--- config.mk ---
export PLATFORM = sky130hd
export DESIGN_NAME = lsu_mem_port
export DESIGN_NICKNAME = d
export VERILOG_FILES = /design/src/rtl/lsu_mem_port.sv
export SDC_FILE = /design/constraint.sdc
export NUM_CORES = 1
export LEC_CHECK = 0
export ABC_AREA = 1
export CAP_MARGIN = 25
export CORE_MARGIN = 2
export CORE_UTILIZATION = 55
export CTS_BUF_LIST = sky130_fd_sc_hd__clkbuf_4 sky130_fd_sc_hd__clkbuf_8
export DETAILED_ROUTE_END_ITERATION = 8
export DONT_BUFFER_PORTS = 1
export PLACE_DENSITY = 0.75
export SLEW_MARGIN = 20
export SYNTH_ARGS = -nofsm -noshare
export SYNTH_HDL_FRONTEND = slang
export SYNTH_SLANG_ARGS = --single-unit
--- constraint.sdc ---
create_clock -name i_clk -period 3.87 [get_ports i_clk]
set_input_delay 0.774 -clock i_clk [delete_from_list [all_inputs] [get_ports i_clk]]
set_output_delay 0.774 -clock i_clk [all_outputs]
set_load 0.03 [all_outputs]
--- src/rtl/lsu_mem_port.sv ---
// Load/store initiator: byte-addressed RV32 load/store to a word-addressed data memory.
// Latency: legal command 2 cycles from accept to rsp_valid pulse; illegal command 1 cycle.
// Backpressure: cmd_ready is high only in IDLE; one command per 3 cycles (2 when rejected), nothing queued.
module lsu_mem_port #(
    parameter int ADDR_W = 8
) (
    input  logic              i_clk,
    input  logic              i_rst_n,
    input  logic              i_cmd_valid,
    output logic              o_cmd_ready,
    input  logic              i_cmd_store,
    input  logic [2:0]        i_cmd_funct3,
    input  logic [31:0]       i_cmd_addr,
    input  logic [31:0]       i_cmd_wdata,
    output logic              o_rsp_valid,
    output logic [31:0]       o_rsp_rdata,
    output logic              o_rsp_err,
    output logic              o_mem_request,
    output logic [ADDR_W-1:0] o_mem_address,
    output logic [31:0]       o_mem_w_data,
    output logic [3:0]        o_mem_masking,
    output logic              o_mem_we_re,
    input  logic [31:0]       i_mem_r_data
);

    typedef enum logic [1:0] {
        S_IDLE   = 2'd0,
        S_ACCESS = 2'd1,
        S_RESP   = 2'd2
    } state_t;

    state_t            r_state;
    logic              r_cmd_ready;
    logic              r_rsp_valid;
    logic [31:0]       r_rsp_rdata;
    logic              r_rsp_err;
    logic              r_mem_request;
    logic [ADDR_W-1:0] r_mem_address;
    logic [31:0]       r_mem_w_data;
    logic [3:0]        r_mem_masking;
    logic              r_mem_we_re;
    logic              r_store;
    logic [2:0]        r_funct3;
    logic [1:0]        r_lane;

    logic [31:0]       w_addr_hi;
    logic              w_oor;
    logic              w_f3_ok;
    logic              w_aligned;
    logic              w_legal;
    logic [31:0]       w_lanes;
    logic [3:0]        w_mask;
    logic [7:0]        w_byte;
    logic [15:0]       w_half;
    logic [31:0]       w_load_data;

    // Any address bit above the memory's byte range makes the access out of range.
    assign w_addr_hi = i_cmd_addr >> (ADDR_W + 2);
    assign w_oor     = |w_addr_hi;

    // Decode the incoming command: legality, store lane replication and byte-write mask.
    // These only feed registers, so mem_* never sees a combinational path from cmd_*.
    always_comb begin
        w_f3_ok   = 1'b1;
        w_aligned = 1'b1;
        w_lanes   = 32'h0;
        w_mask    = 4'b0000;
        case ({i_cmd_store, i_cmd_funct3})
            4'b1_000: begin
                w_lanes = {4{i_cmd_wdata[7:0]}};
                w_mask  = 4'b0001 << i_cmd_addr[1:0];
            end
            4'b1_001: begin
                w_aligned = ~i_cmd_addr[0];
                w_lanes   = {2{i_cmd_wdata[15:0]}};
                w_mask    = i_cmd_addr[1] ? 4'b1100 : 4'b0011;
            end
            4'b1_010: begin
                w_aligned = (i_cmd_addr[1:0] == 2'b00);
                w_lanes   = i_cmd_wdata;
                w_mask    = 4'b1111;
            end
            4'b0_000, 4'b0_100: w_aligned = 1'b1;
            4'b0_001, 4'b0_101: w_aligned = ~i_cmd_addr[0];
            4'b0_010:           w_aligned = (i_cmd_addr[1:0] == 2'b00);
            default:            w_f3_ok   = 1'b0;
        endcase
        w_legal = w_f3_ok & w_aligned & ~w_oor;
    end

    // Pick the addressed byte/halfword out of the read word and extend it per the load type.
    always_comb begin
        case (r_lane)
            2'd0:    w_byte = i_mem_r_data[7:0];
            2'd1:    w_byte = i_mem_r_data[15:8];
            2'd2:    w_byte = i_mem_r_data[23:16];
            default: w_byte = i_mem_r_data[31:24];
        endcase
        w_half = r_lane[1] ? i_mem_r_data[31:16] : i_mem_r_data[15:0];
        case (r_funct3)
            3'b000:  w_load_data = {{24{w_byte[7]}}, w_byte};
            3'b100:  w_load_data = {24'h0, w_byte};
            3'b001:  w_load_data = {{16{w_half[15]}}, w_half};
            3'b101:  w_load_data = {16'h0, w_half};
            default: w_load_data = i_mem_r_data;
        endcase
    end

    // Control FSM; every output is a register so reset clears them asynchronously,
    // which also kills an in-flight write before the next edge.
    always_ff @(posedge i_clk or negedge i_rst_n) begin
        if (!i_rst_n) begin
            r_state       <= S_IDLE;
            r_cmd_ready   <= 1'b1;
            r_rsp_valid   <= 1'b0;
            r_rsp_rdata   <= 32'h0;
            r_rsp_err     <= 1'b0;
            r_mem_request <= 1'b0;
            r_mem_address <= '0;
            r_mem_w_data  <= 32'h0;
            r_mem_masking <= 4'b0000;
            r_mem_we_re   <= 1'b1;
            r_store       <= 1'b0;
            r_funct3      <= 3'b000;
            r_lane        <= 2'b00;
        end else begin
            case (r_state)
                S_IDLE: begin
                    if (i_cmd_valid) begin
                        r_cmd_ready <= 1'b0;
                        r_store     <= i_cmd_store;
                        r_funct3    <= i_cmd_funct3;
                        r_lane      <= i_cmd_addr[1:0];
                        if (w_legal) begin
                            r_state       <= S_ACCESS;
                            r_mem_request <= 1'b1;
                            r_mem_address <= i_cmd_addr[ADDR_W+1:2];
                            r_mem_we_re   <= ~i_cmd_store;
                            r_mem_masking <= i_cmd_store ? w_mask : 4'b0000;
                            r_mem_w_data  <= i_cmd_store ? w_lanes : 32'h0;
                        end else begin
                            // Rejected: skip memory entirely and respond next cycle.
                            r_state     <= S_RESP;
                            r_rsp_valid <= 1'b1;
                            r_rsp_err   <= 1'b1;
                            r_rsp_rdata <= 32'h0;
                        end
                    end
                end
                S_ACCESS: begin
                    r_state       <= S_RESP;
                    r_mem_request <= 1'b0;
                    r_mem_we_re   <= 1'b1;
                    r_mem_masking <= 4'b0000;
                    r_mem_w_data  <= 32'h0;
                    r_rsp_valid   <= 1'b1;
                    r_rsp_err     <= 1'b0;
                    r_rsp_rdata   <= r_store ? 32'h0 : w_load_data;
                end
                S_RESP: begin
                    // rsp_rdata/rsp_err stay as they are until the next response.
                    r_state     <= S_IDLE;
                    r_rsp_valid <= 1'b0;
                    r_cmd_ready <= 1'b1;
                end
                default: begin
                    r_state       <= S_IDLE;
                    r_cmd_ready   <= 1'b1;
                    r_rsp_valid   <= 1'b0;
                    r_mem_request <= 1'b0;
                    r_mem_we_re   <= 1'b1;
                    r_mem_masking <= 4'b0000;
                    r_mem_w_data  <= 32'h0;
                end
            endcase
        end
    end

    assign o_cmd_ready   = r_cmd_ready;
    assign o_rsp_valid   = r_rsp_valid;
    assign o_rsp_rdata   = r_rsp_rdata;
    assign o_rsp_err     = r_rsp_err;
    assign o_mem_request = r_mem_request;
    assign o_mem_address = r_mem_address;
    assign o_mem_w_data  = r_mem_w_data;
    assign o_mem_masking = r_mem_masking;
    assign o_mem_we_re   = r_mem_we_re;

endmodule

==> flow_summary.toml <==
[global_route]
grt_pass1_wl_mm = 21.51
grt_start_max_net_pins = 90
grt_overflow = 0
grtUsageTotal = 0.2726
grt_pass1_vias = 4262
antenna_found_initial = 0

[floorplan]
die_y_um = 98.89
rows = 34
die_area_um2 = 9779
fp.coreArea_um2 = 8721
initial_core_util = 0.5679
ioPinCount = 184
die_w_um = 98.89

[setup_path]
path_cells = "nor2_2, inv_1, nor2_1, buf_4, nand3_2, inv_2, nand2_1, nand2_1"
cp.required_ns = 4.16
crit_path_top_delay_cell = "nor2_2"
critPathKind = "register to register"
startpoint_type = "register"
crit_family = "simple AND/OR/NAND/NOR gates"
regToRegSetupSlack_ns = 1.49
arrival_ns = 2.67
path_buf_inv = 3
slowest_delay_ns = 0.63
critPathCaptureType = "register"
critPathMostFrequentCell = "nand2_1"
cp_max_fo = 22

[logic_synthesis]
synth-seq-cells = 89
syn_nets = 784
synth_top_area_cell = "dfrtp_1"
syn-cell-area_um2 = 4952
synth.avg_cell_area_um2 = 7.272
seq_area_frac_synth = 0.4502
synthDominantCellAreaShare = 0.4396
syn_inst = 681
yosysWarnings = 0
synth_area_leaders = "dfrtp_1, nand2_1, nand3_1"
yosysUniqueCellTypes = 31

[clocking]
cts_resized = 0
clock_path_buffers = 2
clockRootBuffer = "clkbuf_8"
numCtsBuffers = 9
tritoncts = "yes"
path_clk_slew_ns = 0.09
clock-sinks = 89
clock_latency_ns = 0.34
post_cts_buffers = 0
cts_hold_buf = 0
cts_max_level = 3

[sta]
rsz0062_at_grt = "no"
finalHoldViolCount = 0
period_share = 0.6158
tns_ns = 0
min_period_ns = 2.383
worst_slew_pin_slew_ns = 0.9772
fin_worst_skew_ns = 0.01082
fmax_mhz = 419.6
drv_slew = 0
slew_headroom = 0.3461
setup_viol = 0
final.setup.worst_slack_ns = 1.487

[cells_and_area]
synthToLayoutAreaGrowth_pct = 3.234
final_area_um2 = 5112
seqCellArea_um2 = 2230
finalNetCount = 766
drive_above_1_share = 0.09895
multi_input_area_um2 = 2271
fillCellCount = 794
n_antenna_cell = 0

[routing]
drc = 0
dr.pass1.iters = 5
vias_per_cell = 5.643
avgRoutedWirePerCell_um = 16.91
postRouteWirelength_mm = 13.11
drtIter0Drc = 350
ant_nets = 0
via_count = 4373

[place]
io_buffers = 0
dpl.hpwl_mm = 9.700
dp_worst_setup_slack_ns = 1.495
placed_area_um2 = 4908
gp_congestion = 0.9273

[power]
power.density_cell_area_nw_per_um2 = 359.0
leakage_nw = 2.923
peakVddDrop_mv = 0.2559

[outcome]
status = "finished, final reports clean"

[min_path]
worst_hold_path_type = "primary input to asynchronous set/reset pin"

[run]
max-cap-violations = 0
[per-stage QoR]
stage | power (mW) | hold WS (ns) | cells | util
2_1_floorplan | 1.172 | 0.4784 | 681 | -
5_1_grt | 1.926 | 0.08878 | 775 | 0.5862
4_1_cts | 1.844 | 0.1013 | 775 | 0.5862
3_3_place_gp | 1.195 | 0.4807 | 760 | 0.5628
3_5_place_dp | 1.203 | 0.4808 | 760 | 0.5628
6_report | 1.835 | 0.1113 | 775 | 0.5862
[sequential cells by signal, indices dropped and copies added (netlist names)]
| register | count |
|---|---|
| o_rsp_err | 1 |
| r_lane | 2 |
| r_state | 2 |
| r_store | 1 |
| o_mem_we_re | 1 |
| o_cmd_ready | 1 |
| o_mem_request | 1 |
| r_funct3 | 3 |
| o_mem_w_data | 32 |
| o_mem_masking | 4 |
| o_rsp_rdata | 32 |
| o_mem_address | 8 |
| o_rsp_valid | 1 |
[power by group]
part / internal (mW) / switching, mW / total (mW)
clock network: 0.332 / 0.315 / 0.647
registers: 0.947 / 0.0443 / 0.991
logic: 0.0609 / 0.136 / 0.197
total: 1.34 / 0.496 / 1.84
[area by class of cell]
class | instances | area share
multi-input cells | 494 | 0.4442
flip-flops and latches | 89 | 0.4361
inverters | 66 | 0.04895
clock buffers | 11 | 0.02961
well taps | 108 | 0.02643
clock inverters | 4 | 0.01028
repair buffers | 3 | 0.004405
[final timing paths]
kind,from,to,cells past startpoint
worst min-delay path,i_rst_n,o_rsp_rdata[14],0
max in group asynchronous,i_rst_n,o_mem_we_re,0
min in group i_clk,i_cmd_addr[6],o_mem_address[4],2
worst max-delay path,r_state[1],o_mem_address[0],8
worst min register to register,r_store,r_store,2
worst max register to register,r_state[1],o_mem_address[0],8
[Yosys cell counts (all sizes together)]
cell type,instances
nand2,270
nand3,98
dfrtp,87
inv,66
nor2,46
o21ai,31
buf,26
a21oi,16
o211ai,15
or2,11
clkbuf,6
a32oi,4
dfstp,2
nor3,2
o22ai,1
[metal layers]
metal  GRT usage  share of wire  vias to the layer above  routed length [um]
met4     0.08219          0.014                        0                 190
met1      0.3704           0.41                     2014                5337
met2      0.4220           0.46                      226                6074
met5           0              0                        -                   0
li1            -              -                     2116                   -
met3     0.08511           0.11                       17                1506
[logic make-up (layout without fill, tap and decap cells)]
group                  after synthesis  in the layout  share of synthesized area
and+or+nand+nor                    427            427                     0.3762
buffers and inverters               98             84                    0.09121
DFF                                 89             89                     0.4502
AOI/OAI and AO/OA                   67             67                    0.08237
[cell usage in the layout, fill, tap and decap left out, drive strengths merged]
cell      n
inv      66
a21oi    16
clkinv    3
o22ai     1
bufinv    1
a32oi     4
or2      11
o21ai    31
dfrtp    87
dfstp     2
nand3    98
nor3      2
o211ai   15
buf       3
clkbuf   11
nand2   270
nor2     46
Note: power is estimated with default switching activity, not from simulation.
